$ cat config.mk
export PLATFORM = sky130hd
export DESIGN_NAME = key_conditioner
export DESIGN_NICKNAME = d
export VERILOG_FILES = /design/src/rtl/key_conditioner_pkg.sv /design/src/rtl/key_channel.sv /design/src/rtl/key_conditioner.sv
export SDC_FILE = /design/constraint.sdc
export NUM_CORES = 1
export LEC_CHECK = 0
export BUFFER_PORTS_ARGS = -buffer_cell sky130_fd_sc_hd__buf_2
export CAP_MARGIN = 40
export CELL_PAD_IN_SITES_DETAIL_PLACEMENT = 0
export CELL_PAD_IN_SITES_GLOBAL_PLACEMENT = 1
export CORE_MARGIN = 5
export CORE_UTILIZATION = 49
export CTS_CLUSTER_DIAMETER = 50
export DETAILED_ROUTE_END_ITERATION = 10
export PLACE_DENSITY_LB_ADDON = 0.1
export SYNTH_ARGS = -nofsm -noshare
export SYNTH_HDL_FRONTEND = slang
export SYNTH_SLANG_ARGS = --single-unit
$ cat constraint.sdc
create_clock -name clk -period 2.15 [get_ports clk]
set_input_delay 0.1075 -clock clk [delete_from_list [all_inputs] [get_ports clk]]
set_output_delay 0.1075 -clock clk [all_outputs]
set_load 0.02 [all_outputs]
$ cat src/rtl/key_conditioner_pkg.sv
// Shared definitions for the key conditioner: per-key FSM state encoding and
// an elaboration-time parameter guard.
`ifndef KEY_CONDITIONER_PKG_SV
`define KEY_CONDITIONER_PKG_SV

// Expands to a generate block that stops elaboration when cond is false.
`define KC_PARAM_CHECK(label, cond) \
  if (!(cond)) begin : label \
    $error("key_conditioner: illegal parameter combination"); \
  end

package key_conditioner_pkg;
  localparam int unsigned ST_W = 2;
  localparam logic [ST_W-1:0] ST_IDLE   = 2'd0;
  localparam logic [ST_W-1:0] ST_DELAY  = 2'd1;
  localparam logic [ST_W-1:0] ST_REPEAT = 2'd2;
endpackage

`endif

$ cat src/rtl/key_channel.sv
// One key: two-flop synchroniser, tick-sampled debounce shifter, press/release/repeat FSM.
//
// state      | meaning
// -----------+-------------------------------------------------------------
// ST_IDLE    | key released (level 0), waiting for a stable-high window
// ST_DELAY   | key held (level 1), counting towards the first auto-repeat
// ST_REPEAT  | key held (level 1), emitting a press every REPEAT_RATE ticks
module key_channel
  import key_conditioner_pkg::*;
#(
  parameter int DEB_DEPTH    = 4,
  parameter int REPEAT_EN    = 1,
  parameter int REPEAT_DELAY = 50,
  parameter int REPEAT_RATE  = 10,
  parameter int CNT_WIDTH    = 8
) (
  input  logic clk_i,
  input  logic rst_ni,
  input  logic tick_i,
  input  logic raw_i,
  output logic level_o,
  output logic press_o,
  output logic release_o
);

  localparam logic [CNT_WIDTH-1:0] DELAY_LAST = CNT_WIDTH'(REPEAT_DELAY - 1);
  localparam logic [CNT_WIDTH-1:0] RATE_LAST  = CNT_WIDTH'(REPEAT_RATE - 1);

  logic [1:0]           sync_q;
  logic [DEB_DEPTH-1:0] sh_q, sh_nxt;
  logic [ST_W-1:0]      state_q, state_d;
  logic [CNT_WIDTH-1:0] cnt_q, cnt_d;
  logic                 level_q, level_d;
  logic                 press_q, press_d;
  logic                 release_q, release_d;
  logic                 stable_hi, stable_lo;

  // The FSM judges the window that includes this tick's sample, so the pulse
  // lands in the same edge as the shift that completes the window.
  assign sh_nxt    = {sh_q[DEB_DEPTH-2:0], sync_q[1]};
  assign stable_hi = &sh_nxt;
  assign stable_lo = ~|sh_nxt;

  always_comb begin
    state_d   = state_q;
    cnt_d     = cnt_q;
    level_d   = level_q;
    press_d   = 1'b0;
    release_d = 1'b0;
    if (tick_i) begin
      case (state_q)
        ST_IDLE: begin
          if (stable_hi) begin
            state_d = ST_DELAY;
            level_d = 1'b1;
            press_d = 1'b1;
            cnt_d   = '0;
          end
        end
        ST_DELAY, ST_REPEAT: begin
          if (stable_lo) begin
            state_d   = ST_IDLE;
            level_d   = 1'b0;
            release_d = 1'b1;
            cnt_d     = '0;
          end else if (state_q == ST_REPEAT) begin
            if (cnt_q == RATE_LAST) begin
              press_d = 1'b1;
              cnt_d   = '0;
            end else begin
              cnt_d = cnt_q + CNT_WIDTH'(1);
            end
          end else if (REPEAT_EN != 0) begin
            if (cnt_q == DELAY_LAST) begin
              state_d = ST_REPEAT;
              press_d = 1'b1;
              cnt_d   = '0;
            end else begin
              cnt_d = cnt_q + CNT_WIDTH'(1);
            end
          end
        end
        default: begin
          state_d = ST_IDLE;
          level_d = 1'b0;
          cnt_d   = '0;
        end
      endcase
    end
  end

  always_ff @(posedge clk_i or negedge rst_ni) begin
    if (!rst_ni) begin
      sync_q    <= '0;
      sh_q      <= '0;
      state_q   <= ST_IDLE;
      cnt_q     <= '0;
      level_q   <= 1'b0;
      press_q   <= 1'b0;
      release_q <= 1'b0;
    end else begin
      sync_q    <= {sync_q[0], raw_i};
      if (tick_i) sh_q <= sh_nxt;
      state_q   <= state_d;
      cnt_q     <= cnt_d;
      level_q   <= level_d;
      press_q   <= press_d;
      release_q <= release_d;
    end
  end

  assign level_o   = level_q;
  assign press_o   = press_q;
  assign release_o = release_q;

endmodule

$ cat src/rtl/key_conditioner.sv
// Push-button conditioner: derives a one-cycle sample tick from the divided
// sample clock and runs one debounce/repeat channel per key.
module key_conditioner
  import key_conditioner_pkg::*;
#(
  parameter int NUM_KEYS     = 5,
  parameter int DEB_DEPTH    = 4,
  parameter int REPEAT_EN    = 1,
  parameter int REPEAT_DELAY = 50,
  parameter int REPEAT_RATE  = 10,
  parameter int CNT_WIDTH    = 8
) (
  input  logic                clk,
  input  logic                rst_n,
  input  logic                sample_clk,
  input  logic [NUM_KEYS-1:0] key_raw,
  output logic [NUM_KEYS-1:0] key_level,
  output logic [NUM_KEYS-1:0] key_press,
  output logic [NUM_KEYS-1:0] key_release,
  output logic                any_press
);

  `KC_PARAM_CHECK(g_chk_deb, DEB_DEPTH >= 2)
  `KC_PARAM_CHECK(g_chk_delay, (REPEAT_DELAY >= 1) && (REPEAT_DELAY < (1 << CNT_WIDTH)))
  `KC_PARAM_CHECK(g_chk_rate, (REPEAT_RATE >= 1) && (REPEAT_RATE < (1 << CNT_WIDTH)))

  logic sc_q;
  logic tick_q, tick_d;

  assign tick_d = sample_clk & ~sc_q;

  always_ff @(posedge clk or negedge rst_n) begin
    if (!rst_n) begin
      sc_q   <= 1'b0;
      tick_q <= 1'b0;
    end else begin
      sc_q   <= sample_clk;
      tick_q <= tick_d;
    end
  end

  for (genvar k = 0; k < NUM_KEYS; k++) begin : g_key
    key_channel #(
      .DEB_DEPTH   (DEB_DEPTH),
      .REPEAT_EN   (REPEAT_EN),
      .REPEAT_DELAY(REPEAT_DELAY),
      .REPEAT_RATE (REPEAT_RATE),
      .CNT_WIDTH   (CNT_WIDTH)
    ) u_ch (
      .clk_i    (clk),
      .rst_ni   (rst_n),
      .tick_i   (tick_q),
      .raw_i    (key_raw[k]),
      .level_o  (key_level[k]),
      .press_o  (key_press[k]),
      .release_o(key_release[k])
    );
  end

  assign any_press = |key_press;

endmodule

## Word-level counts from Yosys, hierarchy flattened

Cells that the tools add are included.

- Output and inout bits: 16
- Flip-flop bits (word level): 92
- Input bits: 8
- Logic and storage cells: 240

- $add $sub $neg: 5
- Reduce and logical (&&, ||, !) cells: 36
- Muxes and demuxes: 120
- Bitwise operators: 2
- Equality and inequality tests: 40

Operator list:

| kind | count |
|---|---|
| 2-to-1 mux 8 bit | 25 |
| one-hot mux 8 bit (2 select lines) | 5 |
| 2-to-1 mux 1 bit | 55 |
| adder 8 x 1 -> 8 bit (second input constant) | 5 |
| == test 8 x 4 -> 1 bit (second input constant) | 5 |
| == test 8 x 6 -> 1 bit (second input constant) | 5 |
| 2-to-1 mux 2 bit | 20 |
| AND reduction 4 bit | 10 |
| != test 3 bit (second input constant) | 10 |
| one-hot mux 1 bit (2 select lines) | 10 |
| one-hot mux 2 bit (2 select lines) | 5 |
| OR reduction 4 bit | 5 |
| AND reduction 3 bit | 5 |
| == test 2 x 1 -> 1 bit (second input constant) | 5 |
| == test 2 bit (second input constant) | 5 |
| zero test 2 bit | 5 |
| != test 2 x 1 -> 1 bit (second input constant) | 5 |
| != test 2 bit (second input constant) | 5 |
| AND reduction 2 bit | 5 |
| OR reduction 2 bit | 5 |
| OR reduction 5 bit | 1 |
| bitwise AND 1 bit | 1 |
| NOT 1 bit | 1 |

## Depth between registers and ports, before layout

Gate-level depths: netlist of run 1.

- Word-level depth: 6
- Gate-level depth with buffers: 7
- Mapped depth without buffers: 6

## By module

Synthesis of run 1 repeated with hierarchy kept, for this count alone.

- Cell total of the unflattened synthesis: 436
- Area, all modules: 4815.9 µm²

Modules (own cells, without submodules):

| module | area an instance (µm²) | seq. area each (µm²) | times used | cells each |
|---|---|---|---|---|
| key_channel (g_key[0].u_ch ...) | 953.4 | 450.4 | 3 | 86 |
| key_channel (g_key[1].u_ch ...) | 943.4 | 450.4 | 2 | 86 |
| key_conditioner | 68.8 | 50.0 | 1 | 6 |

## Least setup slack after synthesis of run 1

OpenSTA, ideal clock, no wires.

- Path kind: register to register
- Start: reg g_key[2].u_ch.state_q[0]
- End: reg g_key[2].u_ch.cnt_q[2]
- Data required time: 2.012 ns
- Arrival time: 1.621 ns
- Clock period less this slack: 1.759 ns
- Setup slack: 0.391 ns
- Buffers on the path: 1
- Library setup time: 0.138 ns
- Cell stages (with the launch flop): 8
- Path through: dfrtp_1 -> inv_1 -> ha_1 -> nor4bb_1 -> o21ai_4 -> or3b_1 -> buf_4 -> o311ai_2

- Cells in the longest elaborated chain, start to end: 4
- Elaborated cells between the ends (all ways): 9
- Those cells by class: eq/ne: 3; mux: 3; reduce/logical: 3

RTL lines:

| element | line | source |
|---|---|---|
| start, declared | key_channel.sv:31 | `logic [ST_W-1:0] state_q, state_d;` |
| start signal, assigned | key_channel.sv:104 | `state_q <= state_d;` |
| == test 2 bit | key_channel.sv:51, key_channel.sv:66 |  |
| 2-to-1 mux 8 bit | key_channel.sv:66 | `end else if (state_q == ST_REPEAT) begin` |
| 2-to-1 mux 8 bit | key_channel.sv:61 | `if (stable_lo) begin` |
| one-hot mux 8 bit (2 select lines) | key_channel.sv:51 | `case (state_q)` |
| end signal, assigned | key_channel.sv:105 | `cnt_q <= cnt_d;` |
| end, declared | key_channel.sv:32 | `logic [CNT_WIDTH-1:0] cnt_q, cnt_d;` |

Parallel ways exist; a longest one is shown, timed or not.
A chain may end at the register's enable or synchronous reset.

## Final worst setup path of run 1

- Start: reg g_key[1].u_ch.state_q[0]
- End: reg g_key[1].u_ch.cnt_q[4]

- Cells in the longest elaborated chain, start to end: 4
- Elaborated cells between the ends (all ways): 9
- Those cells by class: eq/ne: 3; mux: 3; reduce/logical: 3

RTL lines:

| element | line |
|---|---|
| start, declared | key_channel.sv:31 |
| start signal, assigned | key_channel.sv:104 |
| == test 2 bit | key_channel.sv:51, key_channel.sv:66 |
| 2-to-1 mux 8 bit | key_channel.sv:66 |
| 2-to-1 mux 8 bit | key_channel.sv:61 |
| one-hot mux 8 bit (2 select lines) | key_channel.sv:51 |
| end signal, assigned | key_channel.sv:105 |
| end, declared | key_channel.sv:32 |

Parallel ways exist; a longest one is shown, timed or not.

==> out/summary.txt, run 1 <==
Outcome = finished, final reports clean
DPL Wire Length = 6.559 mm
Synth async-reset ratio = 1.000
Detail-routed via count per cell = 5.602
TritonCTS clock tree = done
Layout area overhead = 10.59%
I/O pin cnt = 24
Final hold violation count = 0
Die Span X = 110.0 µm
Avg WL per Cell = 15.03 µm
Non-filler cells in the finished layout = 625
Total instance count after detailed placement = 602
Starting DRT DRC Count = 116
Final setup viols = 0
Startpoint Class = flip-flop
Required time reported for the critical path endpoint = 2430 ps
Transition at the pin with the smallest max-transition slack = 584.1 ps
Total leakage power = 2.373 nW
Placed Area = 5161 µm²
Upper clock frequency limit = 505.7 MHz
Largest area contributor in the netlist = sky130_fd_sc_hd__dfrtp_1
Mean area per synthesized cell = 10.80 µm²
Die span in y = 110.0 µm
Setup tns final = 0 ps
Number of design rule violations left after detail routing = 0
Ratio of final minimum period to clock period = 0.9197
Floorplan core area = 9774 µm²
Seq cells post-synth = 92
Placement Rows = 36
Number of global-route vias before repair = 3403
Synth Net Count = 488
Count of filler cells inserted in the layout = 883
Worst setup path class = flip-flop to flip-flop
Slew Limit Fails = 0
Routed Wire Length = 9.393 mm
Main flop type after synthesis = sky130_fd_sc_hd__dfrtp_1
Number of CTS-inserted buffers = 9
Post-Layout Inst Area = 5423 µm²
Yosys warns = 0
Via count = 3501
Setup repair after global routing missed its margin = no
Area of the mapped netlist = 4903 µm²
RR Startpoint = g_key[1].u_ch.state_q[0]$_DFFE_PN0P_
Critical path launch point = g_key[1].u_ch.state_q[0]$_DFFE_PN0P_
FF/Latch Area = 2302 µm²
Area share of the largest cell type after synthesis = 0.4695
Final nets = 521
Fraction of layout cells with a size suffix above 1 = 0.1911
Proportion of synthesized chip area in sequential cells = 0.4695
Clk_skew = 10.06 ps
Clock Pin Slew Worst Setup and Hold Paths = 100 ps
Antenna viol nets, final = 0
Diodes inserted = 0
Maximum buffer depth of the clock tree = 2
Hold/Removal Path Class = input port to asynchronous set/reset pin
Gp weighted congestion = 0.7605
Power density relative to cell area = 990.2 nW/µm²
CTS HTree Levels = 3
Clock latency reported for the late side of the worst-skew pair = 370 ps
Clk sinks = 92
Peak VDD IR = 382.5 µV
First-pass GRT wire length = 16.35 mm
Effective utilization at floorplan = 0.5017
Total overflow reported by the global router = 0
Number of enable-type register cells in the synthesized netlist = 0
Detailed-routing iteration count for the pre-antenna-repair pass = 4
Overall fraction of global-route tracks in use = 0.1714
Area contributors post-synth = sky130_fd_sc_hd__dfrtp_1 47%, sky130_fd_sc_hd__ha_1 6.6%, sky130_fd_sc_hd__mux2_2 3.7%, sky130_fd_sc_hd__o31ai_1 3.4%, sky130_fd_sc_hd__nand2_1 3.1%
Post-layout minimum cycle time = 1977 ps
Sort of element at the end of the critical path = flip-flop
Pin count of the biggest net entering global routing = 44
Area used by multi-input combinational logic = 2328 µm²
Cell count after synthesis = 454
Worst-path maximum fanout = 7
MaxCap Viol Count = 0
Port bufs = 23
Data arrival time of the worst path = 2250 ps
Tightest slew margin relative to the limit = 0.6070
Number of antenna violations at the first check in global routing = 0
CTS root buf = sky130_fd_sc_hd__clkbuf_8
Overall die area = 12110 µm²
Count of unique library cells instantiated by Yosys = 67
[registers in the layout, summed over array words and instances, names as in the netlist]
signal                cells
g_key.u_ch.cnt_q         40
g_key.u_ch.level_o        5
g_key.u_ch.press_o        5
g_key.u_ch.release_o      5
g_key.u_ch.sh_q          15
g_key.u_ch.state_q       10
g_key.u_ch.sync_q        10
sc_q                      1
tick_q                    1
[per-stage QoR]
stage / hold slack (ps) / total power, W / util / setup WS (ps)
2_1_floorplan: -188.1 / 0.003733 / - / 391.0
3_3_place_gp: 6.817 / 0.004250 / 0.5280 / 209.7
3_5_place_dp: 11.49 / 0.004262 / 0.5280 / 124.3
4_1_cts: 169.2 / 0.005425 / 0.5545 / 135.8
5_1_grt: 207.1 / 0.005790 / 0.5548 / 27.70
6_report: 179.7 / 0.005369 / 0.5548 / 172.7
[cell families (layout without fill, tap and decap cells)]
| logic type | Yosys count | count (layout) | synth area share |
|---|---|---|---|
| simple gates | 151 | 151 | 0.1802 |
| mux | 22 | 22 | 0.04899 |
| xor+xnor | 2 | 2 | 0.003573 |
| compound gates | 108 | 108 | 0.1753 |
| fa+ha+maj | 26 | 26 | 0.06634 |
| buf+inv | 53 | 91 | 0.05614 |
| flops | 92 | 92 | 0.4695 |
[worst paths after layout]
check,cells after the start,to,slack (ps)
max,7,g_key[1].u_ch.cnt_q[4]$_DFFE_PN0P_,170
max reg2reg,7,g_key[1].u_ch.cnt_q[4]$_DFFE_PN0P_,170
min in group clk,0,g_key[4].u_ch.sync_q[1]$_DFF_PN0_,360
min reg2reg,0,g_key[4].u_ch.sync_q[1]$_DFF_PN0_,360
max in group asynchronous,3,g_key[2].u_ch.state_q[1]$_DFFE_PN0P_,1300
min,2,g_key[3].u_ch.state_q[0]$_DFFE_PN0P_,180
[worst max-delay path, stage by stage, from the launching register on]
cell and delay (ps):
sky130_fd_sc_hd__dfrtp_1 390, sky130_fd_sc_hd__inv_1 100, sky130_fd_sc_hd__ha_1 200, sky130_fd_sc_hd__nor4bb_1 70, sky130_fd_sc_hd__buf_4 150, sky130_fd_sc_hd__o21ai_4 210
sky130_fd_sc_hd__or3b_1 510, sky130_fd_sc_hd__o31ai_1 270
[cell usage in the layout (no fill, tap or decap), types with 16 or more instances in the layout]
| cell | n |
|---|---|
| sky130_fd_sc_hd__nand3_1 | 23 |
| sky130_fd_sc_hd__ha_1 | 26 |
| sky130_fd_sc_hd__o21ai_0 | 17 |
| sky130_fd_sc_hd__o31ai_1 | 22 |
| sky130_fd_sc_hd__dfrtp_1 | 92 |
| sky130_fd_sc_hd__and3_1 | 21 |
| sky130_fd_sc_hd__mux2_2 | 16 |
| sky130_fd_sc_hd__nand2_1 | 40 |
| sky130_fd_sc_hd__inv_1 | 27 |
| sky130_fd_sc_hd__buf_2 | 22 |
| sky130_fd_sc_hd__buf_4 | 18 |
[power by group]
part	switching [W]	internal, W	total, W
sequential	0.000346	0.00206	0.00241
combinational	0.00105	0.000778	0.00183
clock	0.000681	0.000451	0.00113
[per-layer routing]
metal / wire length [µm] / vias up / track usage
met5: 0 / - / 0
met2: 4304 / 41 / 0.2660
met1: 4696 / 1699 / 0.2443
li1: - / 1752 / -
met3: 281 / 9 / 0.02796
met4: 111 / 0 / 0.05877
[cells in the mapped netlist (all sizes together), types with 5 or more instances]
cell type	instances
dfrtp	92
nand2	40
inv	27
ha	26
o21ai	25
o31ai	24
and3	23
nand3	23
buf	21
mux2	16
a22oi	12
nor2	12
nor4bb	8
a21oi	7
mux2i	6
o311ai	6
clkbuf	5
nand4	5
[final cells by class]
type | instances | area share
multi-input cells | 309 | 0.4294
flip-flops and latches | 92 | 0.4246
repair buffers | 48 | 0.06184
well taps | 133 | 0.03069
clock buffers | 9 | 0.02284
inverters | 27 | 0.01869
clock inverters | 7 | 0.01200
[repair_timing]
action / CTS / global route
endpoints found under the setup margin: 0 / 1
resized for setup: 0 / 1
hold buffers: 7 / 0
endpoints found under the hold margin: 68 / 0
buffers inserted: 0 / 0
Note: power is estimated with default switching activity, not from simulation.
==> inputs of run 2 (changes only) <==
CELL_PAD_IN_SITES_DETAIL_PLACEMENT = unset   (was 0)
CELL_PAD_IN_SITES_GLOBAL_PLACEMENT = unset   (was 1)
CORE_UTILIZATION = 63   (was 49)
PLACE_DENSITY = 0.82   (was unset)
PLACE_DENSITY_LB_ADDON = unset   (was 0.1)
clock period = 2.4 ns   (was 2.15 ns; I/O delays follow)
==> run 2 against run 1 <==
Net effect:
- routed wire length decreased by 0.69%
- global-route usage rose by 4.0 points
- power decreased by 11%
- highest routed layer unchanged
==> out/summary.txt, run 2 (synthesis results as in run 1) <==
Number of global-route vias before repair = 3518 (+3.4%)
CTS root buf = sky130_fd_sc_hd__clkbuf_8
Maximum buffer depth of the clock tree = 2 (unchanged)
Starting DRT DRC Count = 107 (-7.8%)
Worst-path maximum fanout = 7 (unchanged)
Transition at the pin with the smallest max-transition slack = 798.0 ps (+214.0 ps)
Required time reported for the critical path endpoint = 2640 ps (+210 ps)
Clock latency reported for the late side of the worst-skew pair = 360 ps (about the same)
Critical path cell sequence = inv_1, ha_1, nor4bb_1, o21ai_4, or3b_1, o31ai_1
Upper clock frequency limit = 487.4 MHz (-3.6%)
Outcome = finished, final reports clean
Clk_skew = 7.360 ps (-2.701 ps)
Via count = 3608 (+3.1%)
Count of filler cells inserted in the layout = 572 (-35%)
First-pass GRT wire length = 16.75 mm (+2.4%)
Final nets = 513 (-1.5%)
Gp weighted congestion = 0.8477 (+11%)
Slew Limit Fails = 0 (unchanged)
Final core area utilization = 0.6958 (+0.1411)
Sort of element at the end of the critical path = flip-flop
Number of design rule violations left after detail routing = 0 (unchanged)
R2r endpoint = g_key[2].u_ch.cnt_q[3]$_DFFE_PN0P_
Detail-routed via count per cell = 6.178 (+10%)
Total overflow reported by the global router = 0 (unchanged)
Port bufs = 23 (unchanged)
RR Startpoint = g_key[2].u_ch.state_q[0]$_DFFE_PN0P_
Hold slack = 202.7 ps (+22.95 ps)
CTS HTree Levels = 3 (unchanged)
I/O pin cnt = 24 (unchanged)
Diodes inserted = 0 (unchanged)
Number of antenna violations at the first check in global routing = 0 (unchanged)
Startpoint Class = flip-flop
Dpl ws = 359.2 ps (+234.9 ps)
Antenna viol nets, final = 0 (unchanged)
Clock Pin Slew Worst Setup and Hold Paths = 90 ps (about the same)
Placement Rows = 32 (-11%)
Cell family contributing the most delay on the critical path = simple AND/OR/NAND/NOR gates
Layout area overhead = 8.523%
Effective utilization at floorplan = 0.6412 (+0.1395)
Detailed-routing iteration count for the pre-antenna-repair pass = 4 (unchanged)
Number of CTS-inserted buffers = 9 (unchanged)
Die Span X = 98.22 µm (-11%)
Pin count of the biggest net entering global routing = 68 (+55%)
Post-CTS repair timing setup buffer count = 0 (unchanged)
Hold/Removal Path Class = input port to asynchronous set/reset pin
Power density relative to cell area = 896.8 nW/µm² (-9.4%)
Worst setup path class = flip-flop to flip-flop
DPL Wire Length = 6.447 mm (-1.7%)
Die span in y = 98.22 µm (-11%)
Total leakage power = 2.333 nW (-1.7%)
Final setup viols = 0 (unchanged)
Clk sinks = 92 (unchanged)
MaxCap Viol Count = 0 (unchanged)
Data arrival time of the worst path = 2290 ps (+40 ps)
Tightest slew margin relative to the limit = 0.4610 (-0.1460)
Post-Layout Inst Area = 5321 µm² (-1.9%)
Fraction of layout cells with a size suffix above 1 = 0.1722 (-0.01886)
Largest stage delay, worst path = 580 ps (+70 ps)
Cell with the largest stage delay on the worst path = sky130_fd_sc_hd__nor4bb_1
Avg WL per Cell = 15.97 µm (+6.3%)
Overall die area = 9647 µm² (-20%)
Final hold violation count = 0 (unchanged)
Critical path destination = g_key[2].u_ch.cnt_q[3]$_DFFE_PN0P_
Worst path setup slack after routing = 348.4 ps (+175.7 ps)
Peak VDD IR = 424.3 µV (+11%)
Critical path launch point = g_key[2].u_ch.state_q[0]$_DFFE_PN0P_
Setup repair after global routing missed its margin = no
Register ranked first by flip-flop count = g_key.u_ch.cnt_q
Overall fraction of global-route tracks in use = 0.2113 (+0.03997)
Routed Wire Length = 9.328 mm (-0.69%)
Setup tns final = 0 ps (unchanged)
Ratio of final minimum period to clock period = 0.8548 (-0.06483)
Placed Area = 5062 µm² (-1.9%)
Largest registers = g_key.u_ch.cnt_q: 40 flops, g_key.u_ch.sh_q: 15 flops
Post-layout minimum cycle time = 2052 ps (+74.33 ps)
Flip-flop count of the largest register, all copies and words added = 40 (unchanged)
Commonest cells after routing, fill and taps aside = 92 x sky130_fd_sc_hd__dfrtp_1, 40 x sky130_fd_sc_hd__nand2_1, 27 x sky130_fd_sc_hd__inv_1
CTS resizes = 0 (unchanged)
Combined buffer and inverter count along the critical path = 1 (-1)
Worst R2R Setup Slack = 350 ps (+180 ps)
Floorplan core area = 7647 µm² (-22%)
Most frequent standard cell in the layout excluding fill and tap cells = sky130_fd_sc_hd__dfrtp_1
TritonCTS clock tree = done
Stages on the worst setup path = 6 (-1)
Worst R2R Path Depth = 6 (-1)
run 2: metal layers:
metal	up-vias	track usage	part of all wire
met5	-	0	0
met4	0	0.08403	0.024
met3	23	0.04071	0.041
met2	75	0.3199	0.47
met1	1774	0.3020	0.47
li1	1736	-	-
run 2: how the worst min path moves through the flow:
stage                                                     to  slack (ps)  start  cells after the start
after floorplan           g_key[0].u_ch.cnt_q[0]$_DFFE_PN0P_        -180  rst_n                      0
after global placement    g_key[4].u_ch.cnt_q[2]$_DFFE_PN0P_          50  rst_n                      1
after detailed placement  g_key[4].u_ch.cnt_q[2]$_DFFE_PN0P_          60  rst_n                      1
after CTS                  g_key[4].u_ch.sync_q[1]$_DFF_PN0_         210  rst_n                      2
after global routing       g_key[2].u_ch.level_o$_DFFE_PN0P_         220  rst_n                      2
final                      g_key[4].u_ch.sync_q[1]$_DFF_PN0_         200  rst_n                      2
run 2: power breakdown:
group	switching, W	internal, W
clock network	0.000525	0.000498
registers	0.000316	0.00185
logic	0.000947	0.000640
total	0.00179	0.00298
run 2: layout make-up:
type / instances / area [µm²] / share of cell area
Multi-Input combinational cell: 309 / 2326 / 0.4371
Clock inverter: 4 / 51.30 / 0.009640
Sequential cell: 92 / 2302 / 0.4326
Timing Repair Buffer: 40 / 275.3 / 0.05173
Clock buffer: 10 / 137.6 / 0.02586
Inverter: 27 / 101.3 / 0.01905
Tap cell: 102 / 127.6 / 0.02398
run 2: repair_timing:
| item | 4_1_cts | 5_1_grt |
|---|---|---|
| endpoints found under the hold margin | 32 | 0 |
| setup endpoints to repair | 0 | 0 |
| hold buffers | 7 | 0 |
run 2: metrics by stage:
step	total power, W	cells
after detailed placement	0.003753	563
after CTS	0.004795	584
after global placement	0.003670	563
final	0.004772	584
after global routing	0.005137	584
after floorplan	0.003344	454
run 2: worst register-to-register path: stages (launching register included):
cell and delay [ps]:
sky130_fd_sc_hd__dfrtp_1 360, sky130_fd_sc_hd__inv_1 80, sky130_fd_sc_hd__ha_1 230, sky130_fd_sc_hd__nor4bb_1 580, sky130_fd_sc_hd__o21ai_4 170, sky130_fd_sc_hd__or3b_1 390, sky130_fd_sc_hd__o31ai_1 130
